**src/rtl/bf16_adder_arbiter.sv**
```systemverilog
// Round-robin share of one bf16 adder: registered operands, result delay line, response FIFO.
// Optional statistics counters are enabled with BF16_ARB_STATS_EN.
module bf16_adder_arbiter #(
    parameter int NUM_REQ    = 4,
    parameter int ADD_LAT    = 1,
    parameter int FIFO_DEPTH = 4
) (
    input  logic                       clk,
    input  logic                       rst,
    input  logic [NUM_REQ-1:0]         req_valid,
    output logic [NUM_REQ-1:0]         req_ready,
    input  logic [NUM_REQ*16-1:0]      req_a,
    input  logic [NUM_REQ*16-1:0]      req_b,
    output logic [15:0]                add_a,
    output logic [15:0]                add_b,
    input  logic [15:0]                add_c,
    output logic                       rsp_valid,
    input  logic                       rsp_ready,
    output logic [$clog2(NUM_REQ)-1:0] rsp_id,
    output logic [15:0]                rsp_data
`ifdef BF16_ARB_STATS_EN
    ,
    input  logic [$clog2(NUM_REQ)-1:0] stat_sel,
    output logic [15:0]                stat_grants,
    output logic [15:0]                stat_stalls
`endif
);
    localparam int ID_W = $clog2(NUM_REQ);
    localparam int PW   = (FIFO_DEPTH > 1) ? $clog2(FIFO_DEPTH) : 1;
    localparam int CW   = $clog2(FIFO_DEPTH + 1);

    logic            en_q;
    logic [ID_W-1:0] rr_q, rr_d;
    logic [CW-1:0]   credit_q, credit_d;
    logic            can_issue;
    logic            gnt_hit;
    logic [ID_W-1:0] gnt_idx;
    logic [ID_W:0]   idx_w;
    logic            xfer;
    logic [15:0]     sel_a, sel_b;

    logic [15:0]     add_a_q, add_b_q;
    logic [ID_W-1:0] op_id_q;
    logic            op_vld_q;

    logic            dly_vld_q [ADD_LAT];
    logic [15:0]     dly_dat_q [ADD_LAT];
    logic [ID_W-1:0] dly_id_q  [ADD_LAT];

    logic [15:0]     fdat_q [FIFO_DEPTH];
    logic [ID_W-1:0] fid_q  [FIFO_DEPTH];
    logic [PW-1:0]   wr_q, rd_q;
    logic [CW-1:0]   cnt_q;
    logic            push, pop;

    assign can_issue = (credit_q < CW'(FIFO_DEPTH));

    // Search order starts at the RR pointer and wraps modulo NUM_REQ
    always_comb begin
        gnt_hit = 1'b0;
        gnt_idx = '0;
        idx_w   = '0;
        for (int k = 0; k < NUM_REQ; k++) begin
            idx_w = {1'b0, rr_q} + (ID_W+1)'(k);
            if (idx_w >= (ID_W+1)'(NUM_REQ)) begin
                idx_w = idx_w - (ID_W+1)'(NUM_REQ);
            end
            if (!gnt_hit && req_valid[idx_w[ID_W-1:0]]) begin
                gnt_hit = 1'b1;
                gnt_idx = idx_w[ID_W-1:0];
            end
        end
    end

    always_comb begin
        req_ready = '0;
        if (en_q && gnt_hit && can_issue) begin
            req_ready[gnt_idx] = 1'b1;
        end
    end

    assign xfer = |req_ready;

    always_comb begin
        sel_a = '0;
        sel_b = '0;
        for (int k = 0; k < NUM_REQ; k++) begin
            if (gnt_idx == ID_W'(k)) begin
                sel_a = req_a[16*k +: 16];
                sel_b = req_b[16*k +: 16];
            end
        end
    end

    always_comb begin
        rr_d = rr_q;
        if (xfer) begin
            rr_d = (gnt_idx == ID_W'(NUM_REQ-1)) ? '0 : gnt_idx + ID_W'(1);
        end
    end

    always_comb begin
        credit_d = credit_q;
        if (xfer && !pop) begin
            credit_d = credit_q + CW'(1);
        end else if (!xfer && pop) begin
            credit_d = credit_q - CW'(1);
        end
    end

    always_ff @(posedge clk or posedge rst) begin
        if (rst) begin
            en_q     <= 1'b0;
            rr_q     <= '0;
            credit_q <= '0;
            op_vld_q <= 1'b0;
            add_a_q  <= '0;
            add_b_q  <= '0;
            op_id_q  <= '0;
        end else begin
            en_q     <= 1'b1;
            rr_q     <= rr_d;
            credit_q <= credit_d;
            op_vld_q <= xfer;
            if (xfer) begin
                add_a_q <= sel_a;
                add_b_q <= sel_b;
                op_id_q <= gnt_idx;
            end
        end
    end

    assign add_a = add_a_q;
    assign add_b = add_b_q;

    // Never stalls: credits reserve a FIFO slot for every issued op
    always_ff @(posedge clk or posedge rst) begin
        if (rst) begin
            for (int s = 0; s < ADD_LAT; s++) begin
                dly_vld_q[s] <= 1'b0;
                dly_dat_q[s] <= '0;
                dly_id_q[s]  <= '0;
            end
        end else begin
            dly_vld_q[0] <= op_vld_q;
            if (op_vld_q) begin
                dly_dat_q[0] <= add_c;
                dly_id_q[0]  <= op_id_q;
            end
            for (int s = 1; s < ADD_LAT; s++) begin
                dly_vld_q[s] <= dly_vld_q[s-1];
                dly_dat_q[s] <= dly_dat_q[s-1];
                dly_id_q[s]  <= dly_id_q[s-1];
            end
        end
    end

    assign push = dly_vld_q[ADD_LAT-1];
    assign pop  = rsp_valid && rsp_ready;

    always_ff @(posedge clk) begin
        if (push) begin
            fdat_q[wr_q] <= dly_dat_q[ADD_LAT-1];
            fid_q[wr_q]  <= dly_id_q[ADD_LAT-1];
        end
    end

    always_ff @(posedge clk or posedge rst) begin
        if (rst) begin
            wr_q  <= '0;
            rd_q  <= '0;
            cnt_q <= '0;
        end else begin
            if (push) begin
                wr_q <= (wr_q == PW'(FIFO_DEPTH-1)) ? '0 : wr_q + PW'(1);
            end
            if (pop) begin
                rd_q <= (rd_q == PW'(FIFO_DEPTH-1)) ? '0 : rd_q + PW'(1);
            end
            if (push && !pop) begin
                cnt_q <= cnt_q + CW'(1);
            end else if (!push && pop) begin
                cnt_q <= cnt_q - CW'(1);
            end
        end
    end

    assign rsp_valid = (cnt_q != '0);
    assign rsp_data  = rsp_valid ? fdat_q[rd_q] : '0;
    assign rsp_id    = rsp_valid ? fid_q[rd_q] : '0;

`ifdef BF16_ARB_STATS_EN
    logic [15:0] gcnt_q [NUM_REQ];
    logic [15:0] stall_q;

    always_ff @(posedge clk or posedge rst) begin
        if (rst) begin
            for (int k = 0; k < NUM_REQ; k++) begin
                gcnt_q[k] <= '0;
            end
            stall_q <= '0;
        end else begin
            for (int k = 0; k < NUM_REQ; k++) begin
                if (req_ready[k] && req_valid[k] && gcnt_q[k] != 16'hFFFF) begin
                    gcnt_q[k] <= gcnt_q[k] + 16'd1;
                end
            end
            if (|req_valid && !can_issue && stall_q != 16'hFFFF) begin
                stall_q <= stall_q + 16'd1;
            end
        end
    end

    assign stat_grants = gcnt_q[stat_sel];
    assign stat_stalls = stall_q;
`endif

endmodule

```
**config.mk**
```make
export PLATFORM = sky130hd
export DESIGN_NAME = bf16_adder_arbiter
export DESIGN_NICKNAME = d
export VERILOG_FILES = /design/src/rtl/bf16_adder_arbiter.sv
export SDC_FILE = /design/constraint.sdc
export NUM_CORES = 1
export LEC_CHECK = 0
export ABC_AREA = 1
export BUFFER_PORTS_ARGS = -buffer_cell sky130_fd_sc_hd__buf_4
export CAP_MARGIN = 30
export CORE_ASPECT_RATIO = 1.2
export CORE_MARGIN = 1.5
export CORE_UTILIZATION = 45
export DETAILED_ROUTE_END_ITERATION = 12
export GPL_ROUTABILITY_DRIVEN = 0
export PLACE_DENSITY_LB_ADDON = 0.25
export SLEW_MARGIN = 20
export SYNTH_ARGS = -nofsm -noshare
export SYNTH_HDL_FRONTEND = slang
export SYNTH_SLANG_ARGS = --single-unit
export TNS_END_PERCENT = 50
```
**constraint.sdc**
```tcl
create_clock -name clk -period 3.19 [get_ports clk]
set_input_delay 0.638 -clock clk [delete_from_list [all_inputs] [get_ports clk]]
set_output_delay 0.638 -clock clk [all_outputs]
set_load 0.05 [all_outputs]
```
# After elaboration in Yosys (flattened, before gate mapping)
# Memories as Yosys holds them, arrays and structs flattened.
# Index checks and enable logic that the tools add are counted.
# totals
ramBits	72
word_cells	109
memories	2
regBits	67
in_bits	151
# op_classes
n_mux	42
reduce_logical	22
addsub	14
order_cmp	11
n_eq_ne	5
# memory_table
memory	depth	width	read_ports	rd_clocked_by_memory_dff	write_ports	line	source
fdat_q	4	16	1	0	1	50	logic [15:0] fdat_q [FIFO_DEPTH];
fid_q	4	2	1	0	1	51	logic [ID_W-1:0] fid_q [FIFO_DEPTH];
# ops
operator	count
$mux 16	9
$mux 2	12
$lt 2x3->1 const B	5
$mux 3	4
$logic_and 1x1->1	11
$mux 1	11
$ge 3x3->1 const B	3
$bmux 1 s2	4
$eq 2x2->1 const B	4
$sub 2x1->2 const B	4
$add 2x1->2 const B	3
$add 2x2->3 const B	2
$add 3x1->3 const B	2
$logic_not 1->1	6
$sub 3x1->3 const B	2
$mux 4	1
$reduce_bool 2->1	2
$reduce_or 4->1	1
$add 2x1->3 const B	1
$ge 2x3->1 const B	1
$lt 3x3->1 const B	1
$reduce_bool 3->1	1
$demux 1 s2	1
$eq 2x1->1 const B	1
2 further kinds	2

# Longest topological paths before layout
# Gate-level depths: netlist of run 1.
# logic_depth
depth_word	24
ltp_mapped	23

# Worst setup path before layout of run 1
# Ideal clock, no wire load.
# synth_timing
kind	input -> output
start	input port req_valid[3]
end	output port req_ready[3]
path_stages	14
t_arrival_ns	2.968
path_buffers	2
t_required_ns	2.552
setup_slack_ns	-0.416
path_cell_list	inv_1 > nand2_1 > nand3_1 > nand2_1 > nor2_4 > nand2_1 > nor2_1 > nor2_1 > nor2_1 > ha_1 > clkbuf_1 > clkbuf_1 > inv_1 > nor2_1
# synth_via
elab_chain_len	17
word_cells_on_any_way	30
# synth_lines
item	line	source
from (decl)	10	input logic [NUM_REQ-1:0] req_valid,
$bmux 1 s2	68	if (!gnt_hit && req_valid[idx_w[ID_W-1:0]]) begin
$mux 1 (implied by the code)	68	
$mux 1	68	
$logic_not 1->1	68	
$logic_and 1x1->1	68	
$mux 1	68	
$logic_not 1->1	68	
$logic_and 1x1->1	68	
(+2 left out)	--	
$logic_and 1x1->1	68	
$mux 2 *	68	
via gnt_idx[1]	37	logic [ID_W-1:0] gnt_idx;
$lt 2x3->1 (implied by the code) or $ge 2x1->1 (tied branches)	78	req_ready[gnt_idx] = 1'b1;
$logic_and 1x1->1 (implied by the code)	78	
$mux 1 (implied by the code)	78	
$demux 1 s2 *	78	
$mux 4 *	77	if (en_q && gnt_hit && can_issue) begin
to (decl)	11	output logic [NUM_REQ-1:0] req_ready,
# The timed path passes the listed nets; every way through them passes the cells marked *. The select of a mux whose other input is x is not followed.

# Worst setup path after layout of run 1
# layout_timing
start	register rr_q[0]
end	output port req_ready[1]
# layout_via
elab_chain_len	19
word_cells_on_any_way	45
# layout_lines
item	line	source
from (decl)	33	logic [ID_W-1:0] rr_q, rr_d;
from (signal assigned)	122	rr_q <= rr_d;
parallel branches: the longest is 13 deep, another holds $add 2x1->3	--	
$mux 2 *	68	
via gnt_idx[1]	37	
$lt 2x3->1 (implied by the code) or $ge 2x1->1 (tied branches)	78	
$logic_and 1x1->1 (implied by the code)	78	
$mux 1 (implied by the code)	78	
$demux 1 s2 *	78	
$mux 4 *	77	
# Mark *: on every way through the listed nets, which the timed path passes. The select of a mux whose other input is x is not followed.

==> results of run 1 <==
[sequential cells by signal, summed over array words and instances, names as in the netlist, 3 cells and up]
register,flops
add_b,16
add_a,16
dly_dat_q,16
fid_q,8
cnt_q,3
fdat_q,64
credit_q,3
[final timing paths]
check / cells past startpoint / endpoint / from
setup reg to reg: 19 / credit_q[1]$_DFFE_PP0P_ / rr_q[0]$_DFFE_PP0P_
hold / removal: 2 / add_a[10]$_DFFE_PP0P_ / rst
min in group clk: 2 / dly_dat_q[2]$_DFFE_PP0P_ / add_c[2]
max in group asynchronous: 3 / rr_q[1]$_DFFE_PP0P_ / rst
hold reg to reg: 1 / credit_q[2]$_DFFE_PP0P_ / credit_q[2]$_DFFE_PP0P_
setup / recovery: 16 / req_ready[1] / rr_q[0]$_DFFE_PP0P_
[synth_stat cells, drive strengths merged]
master	count	area, µm²
dfrtp	67	1680
and2	1	8.76
ha	11	138
nand3	74	388
clkbuf	34	128
nand2	179	696
o211ai	2	42.5
nor3	1	10.0
xnor2	4	35.0
mux2	20	225
fa	2	40.0
o21ai	106	531
buf	14	116
nor2	88	338
inv	25	96.3
clkinv	1	3.75
a21oi	52	260
edfxtp	72	2160
conb	1	3.75
[layout by cell type, fill, tap and decap left out, types with 10 or more instances in the layout]
cell | synthesis | routed
sky130_fd_sc_hd__inv_2 | 1 | 10
sky130_fd_sc_hd__mux2_2 | 20 | 19
sky130_fd_sc_hd__nand2_2 | 3 | 13
sky130_fd_sc_hd__nand2_1 | 175 | 161
sky130_fd_sc_hd__nor2_1 | 87 | 78
sky130_fd_sc_hd__buf_4 | 3 | 227
sky130_fd_sc_hd__nand3_1 | 72 | 69
sky130_fd_sc_hd__clkbuf_16 | 0 | 17
sky130_fd_sc_hd__edfxtp_1 | 72 | 72
sky130_fd_sc_hd__inv_1 | 23 | 13
sky130_fd_sc_hd__dfrtp_1 | 67 | 65
sky130_fd_sc_hd__a21oi_1 | 52 | 52
sky130_fd_sc_hd__o21ai_0 | 106 | 105
[cells by family (layout without fill, tap and decap cells)]
kind of cell / after synthesis / after routing / synth area share
AOI/OAI and AO/OA: 160 / 160 / 0.121
xor gates and xnor gates: 4 / 4 / 0.00508
adders and majority gates: 13 / 13 / 0.0258
buffers and inverters: 74 / 296 / 0.0499
DFF: 139 / 139 / 0.557
muxes: 20 / 20 / 0.0327
other: 1 / 1 / 0.000544
and+or+nand+nor: 343 / 343 / 0.209
[critical path, stage by stage (launching register included)]
cell and delay (ns):
sky130_fd_sc_hd__dfrtp_2 0.45, sky130_fd_sc_hd__clkinv_4 0.13, sky130_fd_sc_hd__nand2_2 0.08, sky130_fd_sc_hd__nand2_2 0.07, sky130_fd_sc_hd__nand2_2 0.08, sky130_fd_sc_hd__nand2_2 0.07, sky130_fd_sc_hd__nor2_4 0.12, sky130_fd_sc_hd__nand2_4 0.08
sky130_fd_sc_hd__nor2_2 0.09, sky130_fd_sc_hd__nor2_1 0.06, sky130_fd_sc_hd__nor2_2 0.21, sky130_fd_sc_hd__inv_2 0.10, sky130_fd_sc_hd__ha_4 0.19, sky130_fd_sc_hd__buf_4 0.15, sky130_fd_sc_hd__inv_4 0.07, sky130_fd_sc_hd__nor2_2 0.04
sky130_fd_sc_hd__buf_6 0.16
[metal layers]
metal  global-route usage  share of wire
met1                0.294           0.40
met2                0.436           0.52
met3               0.0551          0.054
met4               0.0854          0.019
met5                    0              0
[what timing repair did]
item / CTS / global route
setup endpoints to repair: 4 / 6
hold buffers: 0 / 0
gates resized for setup: 24 / 16
buffers inserted: 3 / 5
pin swaps: 4 / 4
[per-stage QoR]
stage / instances / worst slack (ns) / util / setup TNS (ns)
4_1_cts: 1175 / 0.00823 / 0.631 / 0
3_3_place_gp: 1140 / 0.0208 / 0.586 / 0
2_1_floorplan: 754 / -0.189 / - / -0.509
3_5_place_dp: 1140 / -0.0374 / 0.586 / -0.0374
5_1_grt: 1180 / -0.152 / 0.637 / -0.644
6_report: 1180 / -0.0170 / 0.637 / -0.0247
[area by class of cell]
| class | count | area share |
|---|---|---|
| Timing Repair Buffer | 238 | 0.197 |
| Inverter | 26 | 0.0110 |
| Multi-Input combinational cell | 541 | 0.304 |
| Clock buffer | 18 | 0.0451 |
| Clock inverter | 14 | 0.0131 |
| Sequential cell | 139 | 0.403 |
| Tap cell | 204 | 0.0268 |
==> flow_metrics.tcl, run 1 <==
set metrics [dict create \
    status "finished with violations" \
    violations "setup timing" \
    clock_sinks 139 \
    grt_setup_unrepaired "true" \
    filler_cell_count 1285 \
    worst-setup-path-type "flop to primary output" \
    crit_fanout 7 \
    drt-initial-drc-count 249 \
    antenna_found_initial 0 \
    placementRows 49 \
    maxSlewViolCount 0 \
    cts.reportedPaths.clkPinSlew_ns 0.07 \
    net_count_synth 918 \
    finalHoldViolCount 0 \
    drt_first_pass_iters 6 \
    synth_area_um2 6900 \
    ys_seq_elements 139 \
    finalSetupViolCount 3 \
    cap_violations 0 \
    gr-usage-all-layers 0.247 \
    max_slew_margin 0.394 \
    period_needed_ns 3.21 \
    areaGrowthSynthToFinish_pct 38.1 \
    chipHeight_um 139 \
    fmaxAchievable_mhz 312 \
    synthDistinctLibCells 28 \
    placeable_core_region_um2 15000 \
    grt.overflow.total 0 \
    grt_start_max_net_pins 43 \
    tightestPinTransition_ns 0.910 \
    design_area_um2 9520 \
    dp.final_hpwl_um 12900 \
    tritoncts_clock_tree "yes" \
    timing.final.crit_share 1.01 \
    worst_skew_pair.late_latency_ns 0.42 \
    r2r_slack_ns 0 \
    final_ant_viol_nets 0 \
    first_global_vias 5970 \
    postSynthAreaPerCell_um2 9.15 \
    synth-warning-count 0 \
    initial_utilization 0.461 \
    crit_required_ns 2.55 \
    drc 0 \
    sequential_cell_area_um2 3840 \
    library_cell_used_as_clock_root_buffer "sky130_fd_sc_hd__clkbuf_16" \
    wire_length_of_the_first_global_routing_pass_um 30300 \
    cts-buffers-inserted 17 \
    holdWs_ns 0.297 \
    multi_input_comb_area_um2 2890 \
    clock-skew-final_ns 0.0106 \
    synth_cells 754 \
    vias 6079 \
    drive_above_1_share 0.353 \
    drt-vias-per-instance 5.15 \
    top_level_ports 206 \
    cell_area_reported_after_detailed_placement_um2 8760 \
    synth_seq_area_share 0.557 \
    finalWirelength_um 19200 \
    wl_per_cell_um 16.3 \
    finish.net_count 1127 \
    area_of_the_die_um2 16100 \
    arrival_ns 2.57 \
    htree_levels 4 \
    die_w_um 116 \
    worst_setup_path_end_kind "primary output" \
    cts_max_path_buffers 2 \
    timing.critical_path.from_type "flop" \
    insertedDiodeCount 0 \
    place.port_buffers 205 \
    worst_slack_ns -0.0170 \
    worst_hold_path_type "input pin to async pin" \
]
Power of run 1 is left out: the tool's default activity adds up to more than one toggle a clock period on the data nets, which glitch-free logic cannot reach.
==> run 2, diff against run 1 <==
--- a/config.mk
+++ b/config.mk
@@ -11,9 +11,10 @@
 export CORE_ASPECT_RATIO = 1.2
 export CORE_MARGIN = 1.5
 export CORE_UTILIZATION = 45
+export CTS_BUF_LIST = sky130_fd_sc_hd__clkbuf_8
 export DETAILED_ROUTE_END_ITERATION = 12
 export GPL_ROUTABILITY_DRIVEN = 0
-export PLACE_DENSITY_LB_ADDON = 0.25
+export PLACE_DENSITY = 0.71
 export SLEW_MARGIN = 20
 export SYNTH_ARGS = -nofsm -noshare
 export SYNTH_HDL_FRONTEND = slang
==> constraint.sdc (replaced) <==
create_clock -name clk -period 3.5 [get_ports clk]
set_input_delay 0.7 -clock clk [delete_from_list [all_inputs] [get_ports clk]]
set_output_delay 0.7 -clock clk [all_outputs]
set_load 0.05 [all_outputs]
==> flow_metrics.tcl, run 2 (same netlist as run 1, synthesis figures left out) <==
set metrics [dict create \
    library_cell_used_as_clock_root_buffer "sky130_fd_sc_hd__clkbuf_8" \
    layout_commonest_cell "sky130_fd_sc_hd__buf_4" \
    fin_tns_setup_ns 0 \
    timing.rr.start "rr_q[0]$_DFFE_PP0P_" \
    finalSetupViolCount 0 \
    drc 0 \
    insertedDiodeCount 0 \
    cts-buffers-inserted 17 \
    crit_required_ns 2.80 \
    htree_levels 4 \
    drt-initial-drc-count 413 \
    clock_sinks 139 \
    antenna_found_initial 0 \
    grt.overflow.total 0 \
    drt-vias-per-instance 5.05 \
    reg2reg_depth 20 \
    finalHoldViolCount 0 \
    final_cell_mix "sky130_fd_sc_hd__buf_4, sky130_fd_sc_hd__nand2_1, sky130_fd_sc_hd__o21ai_0" \
    sequential_cell_area_um2 3840 \
    top_register "fdat_q" \
    fmaxAchievable_mhz 303 \
    place.port_buffers 205 \
    areaGrowthSynthToFinish_pct 32.3 \
    worst_setup_path_end_kind "primary output" \
    holdWs_ns 0.269 \
    grt_start_max_net_pins 65 \
    drt_first_pass_iters 4 \
    chipHeight_um 139 \
    first_global_vias 5988 \
    tritoncts_clock_tree "yes" \
    finalWirelength_um 18300 \
    worst-setup-path-type "flop to primary output" \
    filler_cell_count 1319 \
    multi_input_comb_area_um2 2740 \
    finish.net_count 1115 \
    clock-skew-final_ns 0.0106 \
    tightestPinTransition_ns 0.891 \
    period_needed_ns 3.31 \
    die_w_um 116 \
    placeable_core_region_um2 15000 \
    max_slew_margin 0.406 \
    cts_max_path_buffers 2 \
    wire_length_of_the_first_global_routing_pass_um 29600 \
    wl_per_cell_um 15.6 \
    grt_setup_unrepaired "false" \
    status "finished, final reports clean" \
    area_of_the_die_um2 16100 \
    cts.reportedPaths.clkPinSlew_ns 0.08 \
    vias 5894 \
    timing.final.crit_share 0.944 \
    capture_instance_of_the_worst_register_to_register_path "credit_q[2]$_DFFE_PP0P_" \
    critPathLaunch "rr_q[0]$_DFFE_PP0P_" \
    cap_violations 0 \
    initial_utilization 0.461 \
    maxSlewViolCount 0 \
    largest_register_ffs 64 \
    worst_hold_path_type "input pin to async pin" \
    top_level_ports 206 \
    gr-usage-all-layers 0.237 \
    crit_fanout 6 \
    placementRows 49 \
    r2r_slack_ns 0.37 \
    dp.final_hpwl_um 12600 \
    worst_skew_pair.late_latency_ns 0.42 \
    final_ant_viol_nets 0 \
    timing.critical_path.from_type "flop" \
    arrival_ns 2.61 \
    drive_above_1_share 0.314 \
]
[run 2: cell type report]
class,instances,share of cell area
Multi-Input combinational cell,541,0.300
Tap cell,204,0.0280
Inverter,26,0.0111
Clock inverter,15,0.0258
Timing Repair Buffer,226,0.189
Sequential cell,139,0.421
Clock buffer,17,0.0256
[run 2: critical path, stage by stage (launching register included)]
cell and delay [ns]:
sky130_fd_sc_hd__dfrtp_2 0.46, sky130_fd_sc_hd__buf_2 0.17, sky130_fd_sc_hd__nand2_1 0.07, sky130_fd_sc_hd__nand2_1 0.07, sky130_fd_sc_hd__nand2_2 0.08, sky130_fd_sc_hd__nand2_2 0.07, sky130_fd_sc_hd__nor2_4 0.13, sky130_fd_sc_hd__nand2_2 0.09
sky130_fd_sc_hd__nor2_1 0.10, sky130_fd_sc_hd__nor2_1 0.06, sky130_fd_sc_hd__nor2_2 0.13, sky130_fd_sc_hd__inv_1 0.08, sky130_fd_sc_hd__ha_1 0.22, sky130_fd_sc_hd__buf_4 0.17, sky130_fd_sc_hd__inv_1 0.05, sky130_fd_sc_hd__nor2_1 0.04
sky130_fd_sc_hd__buf_4 0.19
[run 2: worst max path at each step]
stage	to	cells past startpoint
floorplan	req_ready[2]	14
global placement	credit_q[1]$_DFFE_PP0P_	18
detailed placement	credit_q[1]$_DFFE_PP0P_	18
CTS	req_ready[1]	15
global route	req_ready[0]	16
finish	req_ready[0]	16
[run 2: stage by stage]
stage / cells / cell area (µm²) / utilization / setup WS (ns)
finish: 1168 / 9130 / 0.610 / 0.195
global placement: 1131 / 8600 / 0.575 / 0.144
global route: 1168 / 9130 / 0.610 / 0.00736
floorplan: 754 / 6930 / - / -0.0506
CTS: 1164 / 9090 / 0.608 / 0.0377
detailed placement: 1132 / 8620 / 0.576 / 0.0352
[run 2: layer usage]
metal	vias up	GRT usage	part of all wire
met4	0	0.0719	0.016
met3	21	0.0594	0.059
met2	179	0.429	0.53
met1	2753	0.273	0.39
met5	-	0	0
li1	2941	-	-
[run 2: repair_timing]
item | CTS | global route
cloned | 0 | 0
pin swaps | 0 | 2
resized for setup | 1 | 5
setup endpoints to repair | 1 | 4
buffers inserted | 0 | 4
hold buffers | 0 | 0
Power of run 2 is left out for the same reason.
